`src/rtl/mmu_sequencer.sv`:
```
// -----------------------------------------------------------------------------
// mmu_sequencer
//
// Drives an N x N systolic array through one tile operation:
//   1. loads a weight tile into the array column by column (control=1),
//   2. buffers N data beats from the front-end,
//   3. issues the buffered tile to the array with a one-cycle skew per lane,
//   4. captures the skewed bottom-row results and re-aligns them so that one
//      full N-column result vector is presented per data column.
//
// Ports
//   clk, rst          clock (rising edge) and asynchronous active-high reset
//   start, w_tile     begin a tile op; weight tile captured on acceptance
//                     (W[r][c] at bits [(c*N+r)*DW +: DW])
//   in_valid/ready    data beat handshake; in_data beat r, byte i = D[i][r]
//   control           to array: 1 = weight load, 0 = compute
//   wt_arr, data_arr  to array weight / data buses (lane i at [i*DW +: DW])
//   res_in            from array bottom row, column j at [j*ACCW +: ACCW]
//   out_valid/data    one strobe per de-skewed result vector
//   busy, done        busy outside IDLE; done pulses once at end of tile
// -----------------------------------------------------------------------------
module mmu_sequencer #(
  parameter int N       = 4,
  parameter int DW      = 8,
  parameter int ACCW    = 24,
  parameter int RES_LAT = 4
) (
  input  logic                clk,
  input  logic                rst,
  input  logic                start,
  input  logic [N*N*DW-1:0]   w_tile,
  input  logic                in_valid,
  output logic                in_ready,
  input  logic [N*DW-1:0]     in_data,
  output logic                control,
  output logic [N*DW-1:0]     wt_arr,
  output logic [N*DW-1:0]     data_arr,
  input  logic [N*ACCW-1:0]   res_in,
  output logic                out_valid,
  output logic [N*ACCW-1:0]   out_data,
  output logic                busy,
  output logic                done
);

  localparam int CW     = (N > 1) ? $clog2(N) : 1;
  // Last cycle (issue-relative) on which a result vector is presented.
  localparam int T_LAST = RES_LAT + 2 * N - 1;
  localparam int TW     = $clog2(T_LAST + 2);

  typedef enum logic [2:0] {
    S_IDLE   = 3'd0,
    S_LOAD_W = 3'd1,
    S_SETTLE = 3'd2,
    S_FILL   = 3'd3,
    S_ISSUE  = 3'd4,
    S_DRAIN  = 3'd5,
    S_DONE   = 3'd6
  } state_t;

  state_t                     state_q, state_d;
  logic [CW-1:0]              cnt_q, cnt_d;     // weight column / data beat index
  logic [TW-1:0]              t_q, t_d;         // issue-relative time
  logic [N*N*DW-1:0]          w_q, w_d;
  logic [N-1:0][N*DW-1:0]     dbuf_q, dbuf_d;   // dbuf[r] = data beat r

  logic                       control_q, control_d;
  logic [N*DW-1:0]            wt_arr_q, wt_arr_d;
  logic [N*DW-1:0]            data_arr_q, data_arr_d;
  logic                       in_ready_q, in_ready_d;
  logic                       out_valid_q, out_valid_d;
  logic [N*ACCW-1:0]          out_data_q, out_data_d;
  logic                       busy_q, busy_d;
  logic                       done_q, done_d;

  // ---------------------------------------------------------------------------
  // State register: every flop of the controller, including registered outputs.
  // ---------------------------------------------------------------------------
  always_ff @(posedge clk or posedge rst) begin
    if (rst) begin
      state_q     <= S_IDLE;
      cnt_q       <= '0;
      t_q         <= '0;
      w_q         <= '0;
      dbuf_q      <= '0;
      control_q   <= 1'b0;
      wt_arr_q    <= '0;
      data_arr_q  <= '0;
      in_ready_q  <= 1'b0;
      out_valid_q <= 1'b0;
      out_data_q  <= '0;
      busy_q      <= 1'b0;
      done_q      <= 1'b0;
    end else begin
      state_q     <= state_d;
      cnt_q       <= cnt_d;
      t_q         <= t_d;
      w_q         <= w_d;
      dbuf_q      <= dbuf_d;
      control_q   <= control_d;
      wt_arr_q    <= wt_arr_d;
      data_arr_q  <= data_arr_d;
      in_ready_q  <= in_ready_d;
      out_valid_q <= out_valid_d;
      out_data_q  <= out_data_d;
      busy_q      <= busy_d;
      done_q      <= done_d;
    end
  end

  // ---------------------------------------------------------------------------
  // Next-state logic, counters and tile buffers.
  // ---------------------------------------------------------------------------
  always_comb begin
    state_d = state_q;
    cnt_d   = cnt_q;
    t_d     = t_q;
    w_d     = w_q;
    dbuf_d  = dbuf_q;

    case (state_q)
      S_IDLE: begin
        if (start) begin
          w_d     = w_tile;
          cnt_d   = '0;
          state_d = S_LOAD_W;
        end
      end

      S_LOAD_W: begin
        if (cnt_q == CW'(N - 1)) begin
          cnt_d   = '0;
          state_d = S_SETTLE;
        end else begin
          cnt_d = cnt_q + 1'b1;
        end
      end

      S_SETTLE: begin
        cnt_d   = '0;
        state_d = S_FILL;
      end

      S_FILL: begin
        // in_ready_q is high throughout FILL, so this is the real handshake.
        if (in_valid && in_ready_q) begin
          dbuf_d[cnt_q] = in_data;
          if (cnt_q == CW'(N - 1)) begin
            cnt_d   = '0;
            t_d     = '0;
            state_d = S_ISSUE;
          end else begin
            cnt_d = cnt_q + 1'b1;
          end
        end
      end

      S_ISSUE: begin
        t_d = t_q + 1'b1;
        if (t_q == TW'(2 * N - 2)) begin
          state_d = S_DRAIN;
        end
      end

      S_DRAIN: begin
        // t keeps counting so the capture windows stay aligned to issue t=0.
        t_d = t_q + 1'b1;
        if (t_q == TW'(T_LAST)) begin
          state_d = S_DONE;
        end
      end

      S_DONE: begin
        t_d     = '0;
        state_d = S_IDLE;
      end

      default: begin
        state_d = S_IDLE;
      end
    endcase
  end

  // ---------------------------------------------------------------------------
  // Result de-skew. Column j of data column k appears on res_in at
  // t = RES_LAT+k+j, but all columns of k must leave together after column N-1
  // is seen at t = RES_LAT+k+N-1. Column j therefore needs N-1-j cycles of
  // delay; a shift line of that depth per column gives each k its own slot, so
  // a later k never overwrites a value still waiting for its vector.
  // Capture runs purely from t while an issue/drain is in flight.
  // ---------------------------------------------------------------------------
  logic              cap_run;
  logic [ACCW-1:0]   skew_tail [N];

  assign cap_run = (state_q == S_ISSUE) || (state_q == S_DRAIN);

  genvar gi;
  generate
    for (gi = 0; gi < N - 1; gi++) begin : g_skew
      localparam int DEPTH = N - 1 - gi;
      logic [ACCW-1:0] sk_q [DEPTH];
      logic [ACCW-1:0] sk_d [DEPTH];

      always_comb begin
        for (int s = 0; s < DEPTH; s++) begin
          sk_d[s] = sk_q[s];
        end
        if (cap_run) begin
          sk_d[0] = res_in[gi*ACCW +: ACCW];
          for (int s = 1; s < DEPTH; s++) begin
            sk_d[s] = sk_q[s-1];
          end
        end
      end

      always_ff @(posedge clk or posedge rst) begin
        if (rst) begin
          for (int s = 0; s < DEPTH; s++) begin
            sk_q[s] <= '0;
          end
        end else begin
          sk_q <= sk_d;
        end
      end

      assign skew_tail[gi] = sk_q[DEPTH-1];
    end
  endgenerate

  // The last column needs no delay: it is taken straight from the array.
  assign skew_tail[N-1] = res_in[(N-1)*ACCW +: ACCW];

  // ---------------------------------------------------------------------------
  // Output logic. Outputs are registered, so they are decoded from the
  // next state / next counters to line up with the state they belong to.
  // ---------------------------------------------------------------------------
  always_comb begin : p_out
    int k;
    k          = 0;
    control_d  = (state_d == S_LOAD_W) || (state_d == S_SETTLE);
    in_ready_d = (state_d == S_FILL);
    busy_d     = (state_d != S_IDLE);
    done_d     = (state_d == S_DONE);

    // Weight lane r carries W[r][cnt]; w_d is used so the first column is
    // correct on the very cycle the tile is accepted.
    wt_arr_d = '0;
    if (state_d == S_LOAD_W) begin
      for (int r = 0; r < N; r++) begin
        wt_arr_d[r*DW +: DW] = w_d[(int'(cnt_d) * N + r) * DW +: DW];
      end
    end

    // Lane i carries D[i][t-i] inside its diagonal window, zero outside.
    // dbuf_d covers the case where the needed beat is accepted this cycle.
    data_arr_d = '0;
    if (state_d == S_ISSUE) begin
      for (int i = 0; i < N; i++) begin
        k = int'(t_d) - i;
        if (k >= 0 && k < N) begin
          data_arr_d[i*DW +: DW] = dbuf_d[k[CW-1:0]][i*DW +: DW];
        end
      end
    end

    // A vector is complete on the cycle column N-1 of some k is sampled.
    out_valid_d = cap_run && (t_q >= TW'(RES_LAT + N - 1)) &&
                  (t_q <= TW'(T_LAST - 1));
    out_data_d  = out_data_q;
    if (out_valid_d) begin
      for (int j = 0; j < N; j++) begin
        out_data_d[j*ACCW +: ACCW] = skew_tail[j];
      end
    end
  end

  assign control   = control_q;
  assign wt_arr    = wt_arr_q;
  assign data_arr  = data_arr_q;
  assign in_ready  = in_ready_q;
  assign out_valid = out_valid_q;
  assign out_data  = out_data_q;
  assign busy      = busy_q;
  assign done      = done_q;

endmodule

```
`config.mk`:
```
export PLATFORM = sky130hd
export DESIGN_NAME = mmu_sequencer
export DESIGN_NICKNAME = d
export VERILOG_FILES = /design/src/rtl/mmu_sequencer.sv
export SDC_FILE = /design/constraint.sdc
export NUM_CORES = 1
export LEC_CHECK = 0
export ABC_AREA = 1
export CAP_MARGIN = 0
export CELL_PAD_IN_SITES_DETAIL_PLACEMENT = 1
export CELL_PAD_IN_SITES_GLOBAL_PLACEMENT = 1
export CORE_AREA = 5 5 249 251
export DETAILED_ROUTE_END_ITERATION = 8
export DIE_AREA = 0 0 254 256
export PLACE_DENSITY_LB_ADDON = 0.05
export SLEW_MARGIN = 20
export SYNTH_ARGS = -nofsm -noshare
export SYNTH_HDL_FRONTEND = slang
export SYNTH_SLANG_ARGS = --single-unit
```
`constraint.sdc`:
```
create_clock -name clk -period 39.7 [get_ports clk]
set_clock_uncertainty 0.05 [all_clocks]
set_input_delay 5.955 -clock clk [delete_from_list [all_inputs] [get_ports clk]]
set_output_delay 5.955 -clock clk [all_outputs]
set_load 0.02 [all_outputs]
```
==> flow_summary_export.csv, run 1 <==
group,metric,value,unit
critical_path,start_kind,"input pin",
critical_path,worst-r2r-cell-count,10,
clock_tree,clk_pin_slew,0.06,ns
critical_path,worst-path-max-fanout,93,
logic_synthesis,synth_cell_type_count,23,
critical_path,r2r-start,"state_q[2]",
timing,finalHoldViolCount,0,
clock_tree,cts_setup_buffers,0,
logic_synthesis,syn_area,24700,µm²
hold_path,min_from,"g_skew[1].sk_q[12]",
power_and_ir_drop,static-leakage-power,15.8,nW
critical_path,cp.arrival,10.07,ns
timing,final-setup-viol-count,0,
logic_synthesis,synth_top_cell_by_area,"dfrtp_1",
timing,fin_crit_sh,0.244,
detailed_routing,drt_pre_antenna_iters,5,
place,dp_hpwl,53.8,mm
finish,num-nets-final,3638,
floorplan,die_w,254,µm
global_route,track_usage,0.243,
global_route,grt_pass1_wl,125,mm
critical_path,worstSetupEndpointType,"register",
logic_synthesis,yosysMostFrequentCell,"nand2_1",
finish,drive_above_1_share,0.0548,
logic_synthesis,async_reset_ff_frac,1.00,
detailed_routing,drt.antenna.violating_nets,0,
logic_synthesis,synth_common_cells,"nand2_1 (1136), dfrtp_1 (574), inv_1 (439)",
timing,slew_headroom,0.304,
hold_path,hold_path_end,"out_data[36]",
detailed_routing,wl,79.6,mm
logic_synthesis,syn-num-nets,3279,
clock_tree,numCtsBuffers,66,
power_and_ir_drop,max-vdd-ir-drop,0.0467,mV
floorplan,io-pin-count,425,
logic_synthesis,yosysWarningCount,0,
clock_tree,ctsResizeCount,0,
logic_synthesis,synth_top_area_share,0.581,
floorplan,dieArea,65000,µm²
timing,rsz0062_at_grt,"no",
detailed_routing,vias_per_cell,4.93,
timing,fmax,103,MHz
clock_tree,cts_max_path_buffers,3,
clock_tree,clock_latency,0.59,ns
floorplan,dieHeight,256,µm
hold_path,hold_depth,2,
hold_path,min_path_type,"reg -> reg",
critical_path,reg2reg_to,"wt_arr[14]",
detailed_routing,drc_errors,0,
critical_path,timing_worst_setup_path_type,"in -> reg",
timing,fin_crit,9.67,ns
global_route,grt_start_max_net_pins,174,
power_and_ir_drop,power_density,68.9,nW/µm²
detailed_routing,vias,20700,
place,gp_congestion,0.836,
logic_synthesis,synth.area.top_cells,"dfrtp_1 (58%), nand2_1 (17%), inv_1 (6.7%)",
global_route,antenna_found_initial,18,
logic_synthesis,synthCells,3009,
global_route,grt_pass1_vias,22100,
detailed_routing,drt-initial-drc-count,1150,
clock_tree,tritoncts,"built",
critical_path,setup.worst_path.start,"start",
global_route,grt.overflow.total,0,
logic_synthesis,synth-seq-area-share,0.581,
clock_tree,clock_sinks,574,
timing,tns,0,ns
logic_synthesis,ys.flop_type,"dfrtp_1",
floorplan,rows,90,
floorplan,start_util,0.414,
power_and_ir_drop,p_total,2.17,mW
clock_tree,cts_htree_levels,3,
critical_path,worstPathRequired,40.09,ns
logic_synthesis,ys_ff_latch,574,
critical_path,r2r_slack,35.18,ns
job,max_cap_violations,0,
place,port-buffer-count,424,
logic_synthesis,synth_edf_count,0,
detailed_routing,drt-wirelength-per-cell,19.0,µm
timing,finalMaxSlewViolations,0,
finish,area_delta_synth_final,27.4,%
timing,worst-slew-pin-transition,1.04,ns
clock_tree,ctsHoldBuffers,0,
outcome,status,"complete, no violations",
logic_synthesis,avgSynthCellArea,8.22,µm²
floorplan,core-area,59700,µm²
clock_tree,root_buffer,"clkbuf_16",
-- logic make-up after synthesis --
| family | share of synthesized area |
|---|---|
| and+or+nand+nor | 0.249 |
| buffers and inverters | 0.0995 |
| DFF | 0.581 |
| AOI/OAI and AO/OA | 0.0658 |
| adders and majority gates | 0.00506 |
-- cell usage in the layout, fill, tap and decap left out, types with 2 or more instances in the layout --
cell type and count:
clkbuf_16 66, buf_6 2, bufinv_16 3, nor2_1 64
nor2_2 2, clkbuf_1 19, inv_6 6, dfrtp_1 574
or2_2 33, a21oi_1 37, clkinv_2 5, nand2_2 11
diode_2 4, clkbuf_8 15, nand3_2 6, nand2_1 1133
nand2_4 3, o21ai_2 3, inv_1 438, clkdlybuf4s50_1 424
o21ai_1 11, nand3_1 236, buf_4 20, nor2_4 4
o21ai_0 272, ha_1 10, nand4_1 10, inv_2 3
-- worst max-delay path, stage by stage --
cell,delay [ns]
clkdlybuf4s50_1,0.47
nand3_4,0.49
buf_4,0.64
buf_4,0.78
inv_1,0.72
or2_2,0.50
o21ai_0,0.12
nand2_1,0.11
nand3_1,0.11
a21oi_1,0.08
-- metal layers --
metal,up-vias,routed length [µm],GRT usage,share of wire
met2,397,40200,0.418,0.50
li1,9848,-,-,-
met1,10300,33000,0.307,0.41
met5,-,177,0,0.0022
met4,28,2450,0.0755,0.031
met3,141,3780,0.0500,0.047
-- layout make-up --
type	instances	area, µm²
fill	7055	28200
sequential	574	14400
multi-input combinational	1836	7930
timing repair buffer	447	4440
clock buffer	100	1930
inverter	443	1670
tap	782	978
clock inverter	15	184
antenna	4	10.0
-- power breakdown --
group | switching [mW] | internal, mW | leakage [nW]
Clock | 0.242 | 0.356 | 1.04
Combinational | 0.460 | 0.243 | 8.05
Sequential | 0.0829 | 0.787 | 6.72
-- how the worst max path moves through the flow --
| stage | to | slack [ns] | cells after the start |
|---|---|---|---|
| after floorplan | busy | 17.64 | 1 |
| after global placement | w_q[125] | 28.97 | 6 |
| after detailed placement | w_q[125] | 28.87 | 6 |
| after CTS | w_q[125] | 29.50 | 6 |
| after global routing | w_q[125] | 29.39 | 6 |
| final | wt_arr[14] | 30.03 | 10 |
-- state kept, by name, summed over array words and instances (netlist names), 2 cells and up --
signal / cells
g_skew.sk_q: 144
dbuf_q: 128
w_q: 128
out_data: 96
data_arr: 32
wt_arr: 32
t_q: 4
state_q: 3
cnt_q: 2
-- through the flow --
stage,worst slack [ns],std cells,hold WS (ns),cell area [µm²],util
5_1_grt,29.39,4198,0.434,31500,0.528
3_5_place_dp,28.87,4082,0.408,29400,0.492
2_1_floorplan,17.64,3009,0.392,24700,-
6_report,30.03,4201,0.407,31500,0.528
3_3_place_gp,28.97,4082,0.400,29400,0.492
4_1_cts,29.50,4197,0.412,31500,0.528
(Power assumes the default switching activity.)
==> inputs of run 2 (changes only) <==
--- a/config.mk
+++ b/config.mk
@@ -9,9 +9,9 @@
 export CAP_MARGIN = 0
 export CELL_PAD_IN_SITES_DETAIL_PLACEMENT = 1
 export CELL_PAD_IN_SITES_GLOBAL_PLACEMENT = 1
-export CORE_AREA = 5 5 249 251
+export CORE_AREA = 5 5 269 271
 export DETAILED_ROUTE_END_ITERATION = 8
-export DIE_AREA = 0 0 254 256
+export DIE_AREA = 0 0 274 276
 export PLACE_DENSITY_LB_ADDON = 0.05
 export SLEW_MARGIN = 20
 export SYNTH_ARGS = -nofsm -noshare
==> constraint.sdc (replaced) <==
create_clock -name clk -period 8.6 [get_ports clk]
set_clock_uncertainty 0.05 [all_clocks]
set_input_delay 1.29 -clock clk [delete_from_list [all_inputs] [get_ports clk]]
set_output_delay 1.29 -clock clk [all_outputs]
set_load 0.02 [all_outputs]
==> run 2 against run 1 <==
Compared with the run above: setup slack lost 26 ns; global-route usage shrank 3.3 points; wire length grew 0.34%; die area grew 16%; power grew to 4.7 times the previous value; via count shrank 1.1%; sequential share of layout area shrank 0.64 points; combinational power grew to 4.7 times the previous value; register-to-register slack lost 31 ns; critical path depth grew 1; count of clock-buffer cells in the layout grew 7; sequential power grew to 4.6 times the previous value; critical endpoint is now wt_arr[16]; largest cell class unchanged.
==> flow_summary_export.csv, run 2 (synthesized netlist as in run 1, its figures left out) <==
group,metric,value,unit
critical_path,timing_worst_setup_path_type,"in -> reg",
place,dp_hpwl,54.0,mm
floorplan,rows,97,
clock_tree,clock_sinks,574,
power_and_ir_drop,power_switching,3.66,mW
place,gp_congestion,0.812,
clock_tree,ctsResizeCount,0,
clock_tree,numCtsBuffers,69,
timing,finalHoldViolCount,0,
timing,fin_crit_sh,0.528,
power_and_ir_drop,clkPwrFrac,0.287,
clock_tree,clock_latency,0.60,ns
critical_path,r2r_slack,4.14,ns
critical_path,cp.arrival,5.00,ns
clock_tree,cts_max_path_buffers,3,
clock_tree,clk_pin_slew,0.06,ns
detailed_routing,drt_pre_antenna_iters,5,
critical_path,worstPathRequired,9.06,ns
clock_tree,cts_setup_buffers,0,
timing,worst-slew-pin-transition,1.05,ns
clock_tree,ctsHoldBuffers,0,
critical_path,reg2reg_to,"out_data[47]",
detailed_routing,vias_per_cell,4.69,
finish,drive_above_1_share,0.0578,
outcome,status,"complete, no violations",
critical_path,cp_cell_sequence,"clkdlybuf4s50_1 > nand2_2 > inv_1 > o21ai_0 > nand2_2 > buf_4 > nand2_2 > buf_4 > nand2_1 > nand3_1 > a21oi_1",
global_route,grt_pass1_wl,126,mm
finish,finish.utilization,0.460,
floorplan,core-area,69500,µm²
finish,largest_register_ffs,144,
detailed_routing,drc_errors,0,
place,place_ws,3.42,ns
global_route,grt_start_max_net_pins,188,
floorplan,dieArea,75600,µm²
global_route,antenna_found_initial,19,
finish,most-common-layout-cells,"nand2_1 (1133), dfrtp_1 (574), inv_1 (437)",
hold_path,hold_path_end,"out_data[32]",
finish,final_area,32000,µm²
power_and_ir_drop,p_seq_frac,0.391,
power_and_ir_drop,static-leakage-power,15.9,nW
hold_path,hold_depth,2,
critical_path,worst-r2r-cell-count,10,
critical_path,start_kind,"input pin",
finish,reg_top3,"g_skew.sk_q (144), dbuf_q (128), w_q (128)",
job,max_cap_violations,0,
detailed_routing,wl,79.9,mm
clock_tree,root_buffer,"clkbuf_16",
global_route,grt_pass1_vias,22300,
hold_path,min_from,"g_skew[1].sk_q[8]",
critical_path,worstSetupEndpointType,"register",
place,place_area,29600,µm²
critical_path,worst-path-max-fanout,65,
critical_path,cpMaxStageDelayCell,"buf_4",
power_and_ir_drop,max-vdd-ir-drop,0.176,mV
power_and_ir_drop,p_int,6.54,mW
global_route,track_usage,0.209,
finish,area_delta_synth_final,29.2,%
detailed_routing,drt-initial-drc-count,937,
power_and_ir_drop,p_comb_frac,0.322,
timing,setup_ws,4.06,ns
finish,layout_commonest_cell,"nand2_1",
global_route,grt.overflow.total,0,
timing,fin_crit,4.54,ns
critical_path,r2r-start,"state_q[2]",
critical_path,cpPeakStageDelay,0.65,ns
finish,fill_cells,8190,
timing,slew_headroom,0.300,
critical_path,setup.worst_path.start,"in_valid",
timing,fmax,220,MHz
finish,num-nets-final,3641,
clock_tree,cts_htree_levels,3,
floorplan,io-pin-count,425,
detailed_routing,vias,20500,
power_and_ir_drop,power_density,319,nW/µm²
timing,finalMaxSlewViolations,0,
power_and_ir_drop,p_total,10.2,mW
critical_path,crit_top_cell,"nand2_2",
timing,rsz0062_at_grt,"no",
floorplan,dieHeight,276,µm
detailed_routing,drt-wirelength-per-cell,18.3,µm
finish,regMostFlops,"g_skew.sk_q",
clock_tree,tritoncts,"built",
power_and_ir_drop,p_sw_frac,0.359,
timing,final-setup-viol-count,0,
hold_path,min_path_type,"reg -> reg",
floorplan,die_w,274,µm
floorplan,start_util,0.356,
detailed_routing,drt.antenna.violating_nets,0,
place,port-buffer-count,424,
[run 2: changes by cell type in the layout (fill, tap and decap cells not counted), moves of 2 or more]
cell / delta
clkinvlp_4: +2
clkbuf_8: +3
clkbuf_16: +6
buf_16: +2
clkbuf_1: -2
diode_2: +4
clkinv_2: +4
buf_12: +2
buf_4: -3
inv_6: -3
[run 2: area by class of cell]
class                   instances  area (µm²)  share of cell area
clock buffers                 107        2110              0.0661
clock inverters                16         180             0.00564
well taps                     940        1180              0.0368
multi-input cells            1836        7940               0.248
inverters                     443        1670              0.0522
repair buffers                447        4500               0.141
diodes                          8        20.0            0.000626
flip-flops and latches        574       14400               0.449
[run 2: worst max-delay path by stage]
stage                   end  slack, ns  depth (start not counted)
4_1_cts        out_data[45]       3.96                         10
6_report         wt_arr[16]       4.06                         11
3_5_place_dp     wt_arr[14]       3.42                         11
2_1_floorplan          busy      -0.56                          1
5_1_grt        out_data[42]       3.59                         10
3_3_place_gp     wt_arr[16]       3.45                         11
[run 2: worst max-delay path: cells and delay by family]
family	cells	cell delay (ns)
buffers and inverters	4	2.11
AOI/OAI and AO/OA	2	0.46
and+or+nand+nor	5	1.07
[run 2: layer usage]
metal  global-route usage  share of wire  up-vias
met4               0.0696          0.030       20
met2                0.359           0.50      346
met1                0.260           0.42    10100
met3               0.0492          0.050      145
met5                    0         0.0017        -
li1                     -              -     9883
[run 2: power groups by stage]
stage          registers, mW  logic, mW  clock network [mW]
6_report                3.99       3.28                2.93
5_1_grt                 4.08       3.74                3.15
4_1_cts                 4.00       3.35                3.03
3_5_place_dp            4.03       3.32                   0
3_3_place_gp            4.00       3.21                   0
2_1_floorplan           4.05       2.14                   0
[run 2: through the flow]
stage	hold slack (ns)	setup TNS, ns	cells
2_1_floorplan	0.392	-321.18	3009
3_3_place_gp	0.399	0	4238
3_5_place_dp	0.408	0	4238
4_1_cts	0.408	0	4361
5_1_grt	0.437	0	4366
6_report	0.404	0	4371
==> inputs of run 3 (changes only) <==
--- a/config.mk
+++ b/config.mk
@@ -9,9 +9,9 @@
 export CAP_MARGIN = 0
 export CELL_PAD_IN_SITES_DETAIL_PLACEMENT = 1
 export CELL_PAD_IN_SITES_GLOBAL_PLACEMENT = 1
-export CORE_AREA = 5 5 269 271
+export CORE_AREA = 5 5 258 260
 export DETAILED_ROUTE_END_ITERATION = 8
-export DIE_AREA = 0 0 274 276
+export DIE_AREA = 0 0 263 265
 export PLACE_DENSITY_LB_ADDON = 0.05
 export SLEW_MARGIN = 20
 export SYNTH_ARGS = -nofsm -noshare
==> constraint.sdc (replaced) <==
create_clock -name clk -period 4.6 [get_ports clk]
set_clock_uncertainty 0.05 [all_clocks]
set_input_delay 0.69 -clock clk [delete_from_list [all_inputs] [get_ports clk]]
set_output_delay 0.69 -clock clk [all_outputs]
set_load 0.02 [all_outputs]
==> run 3 against run 2 <==
Compared with the run above: die area is 7.8% lower; utilization is 4.2 points higher; clock power is 89% higher; setup slack worse by 2.8 ns; critical path depth is 4 higher; wire length is 1.4% higher; combinational power is 89% higher; via count is 0.53% higher; final area is 0.27% higher; critical path type is now reg -> reg.
==> flow_summary_export.csv, run 3 (synthesized netlist as in run 1, its figures left out) <==
group,metric,value,unit
outcome,status,"complete, no violations",
clock_tree,cts_setup_buffers,0,
timing,fin_crit,3.35,ns
critical_path,worstSetupEndpointType,"register",
timing,setup_ws,1.25,ns
power_and_ir_drop,max-vdd-ir-drop,0.400,mV
critical_path,worst-path-buf-inv,4,
timing,finalHoldViolCount,0,
finish,layout_commonest_cell,"nand2_1",
finish,final_cells,4310,
finish,num-nets-final,3656,
finish,area_delta_synth_final,29.6,%
clock_tree,clock_latency,0.59,ns
hold_path,min_path_type,"reg -> reg",
critical_path,setup.worst_path.start,"cnt_q[0]",
clock_tree,numCtsBuffers,68,
timing,finalMaxSlewViolations,0,
detailed_routing,drt.antenna.violating_nets,0,
critical_path,r2r-start,"cnt_q[0]",
critical_path,cp.arrival,3.76,ns
floorplan,rows,93,
critical_path,worstSetupPathDepth,15,
floorplan,dieHeight,265,µm
critical_path,worstPathRequired,5.01,ns
floorplan,core-area,63900,µm²
finish,most-common-layout-cells,"nand2_1 (1133), dfrtp_1 (574), inv_1 (438)",
timing,worst-slew-pin-transition,1.02,ns
timing,fmax,299,MHz
timing,rsz0062_at_grt,"no",
finish,regMostFlops,"g_skew.sk_q",
power_and_ir_drop,p_int,12.3,mW
critical_path,cp_top_family,"simple AND/OR/NAND/NOR gates",
timing,fin_crit_sh,0.728,
global_route,grt.overflow.total,0,
timing,final-setup-viol-count,0,
floorplan,dieArea,69700,µm²
critical_path,timing_worst_setup_path_type,"reg -> reg",
power_and_ir_drop,p_comb_frac,0.322,
detailed_routing,vias_per_cell,4.78,
job,max_cap_violations,0,
detailed_routing,drt-wirelength-per-cell,18.8,µm
clock_tree,tritoncts,"built",
critical_path,cpMaxStageDelayCell,"buf_4",
critical_path,start_kind,"register",
floorplan,io-pin-count,425,
clock_tree,cts_htree_levels,3,
place,dp_hpwl,56.5,mm
critical_path,worst-r2r-cell-count,15,
clock_tree,root_buffer,"clkbuf_16",
global_route,grt_start_max_net_pins,129,
critical_path,worst-path-max-fanout,46,
detailed_routing,drc_errors,0,
place,place_ws,0.729,ns
floorplan,start_util,0.387,
detailed_routing,wl,81.0,mm
clock_tree,ctsHoldBuffers,0,
global_route,grt_pass1_wl,126,mm
power_and_ir_drop,power_switching,6.89,mW
detailed_routing,drt_pre_antenna_iters,5,
critical_path,crit_top_cell,"nand2_1",
hold_path,min_from,"g_skew[2].sk_q[3]",
finish,drive_above_1_share,0.0640,
timing,slew_headroom,0.320,
global_route,antenna_found_initial,28,
critical_path,cp_cell_sequence,"ha_1 > inv_1 > nor2_4 > nand2_2 > buf_4 > nand3_1 > nand2_1 > inv_1 > ha_1 > nand2_1 > nand3_1 > nand2_1 > inv_1 > nand2_1 > nor2_1",
floorplan,die_w,263,µm
finish,reg_top3,"g_skew.sk_q (144), dbuf_q (128), w_q (128)",
clock_tree,cts_max_path_buffers,3,
power_and_ir_drop,p_sw_frac,0.359,
power_and_ir_drop,static-leakage-power,16.0,nW
power_and_ir_drop,power_density,599,nW/µm²
global_route,grt_pass1_vias,22100,
place,port-buffer-count,424,
clock_tree,ctsResizeCount,0,
hold_path,hold_depth,2,
global_route,track_usage,0.226,
detailed_routing,drt-initial-drc-count,1078,
place,placed_cells,4171,
place,gp_congestion,0.827,
detailed_routing,vias,20600,
power_and_ir_drop,p_seq_frac,0.389,
clock_tree,clock_sinks,574,
critical_path,cpPeakStageDelay,0.49,ns
finish,largest_register_ffs,144,
clock_tree,clk_pin_slew,0.06,ns
power_and_ir_drop,clkPwrFrac,0.289,
[run 3: power groups by stage]
| stage | combinational [mW] | sequential, mW | clock, mW |
|---|---|---|---|
| final | 6.19 | 7.46 | 5.55 |
| after global routing | 7.01 | 7.64 | 5.92 |
| after CTS | 6.31 | 7.47 | 5.70 |
| after detailed placement | 6.23 | 7.54 | 0 |
| after global placement | 6.00 | 7.46 | 0 |
| after floorplan | 4.00 | 7.58 | 0 |
[run 3: through the flow]
stage	instance area (µm²)	TNS, ns	utilization	hold slack [ns]	total power [mW]
2_1_floorplan	24700	-2272.78	-	0.392	11.6
3_3_place_gp	29700	0	0.464	0.400	13.5
3_5_place_dp	29700	0	0.464	0.404	13.8
4_1_cts	32000	0	0.501	0.416	19.5
5_1_grt	32000	0	0.501	0.438	20.6
6_report	32000	0	0.502	0.410	19.2
[run 3: worst paths after layout]
path	end	slack [ns]
setup / recovery	data_arr[30]	1.25
min in group asynchronous	out_valid	0.59
max in group asynchronous	dbuf_q[50]	2.78
hold reg to reg	out_data[51]	0.41
hold / removal	out_data[51]	0.41
setup reg to reg	data_arr[30]	1.25
[run 3: metal layers]
metal | vias to the layer above | global-route usage | part of all wire
met2 | 343 | 0.395 | 0.51
met1 | 10200 | 0.281 | 0.42
met4 | 28 | 0.0713 | 0.025
met3 | 130 | 0.0516 | 0.048
met5 | - | 0 | 0.0023
li1 | 9932 | - | -
[run 3: area by class of cell]
cell class	instances	area [µm²]
inverter	443	1670
timing repair buffer	463	4630
multi-input combinational	1836	7930
clock inverter	20	210
clock buffer	104	2130
antenna	15	37.5
fill	7548	31800
sequential	574	14400
tap	855	1070
[run 3: tightest hold or removal path: stages (launching register included)]
cell,delay [ns]
dfrtp_1,0.34
nand2_1,0.05
nand2_1,0.04
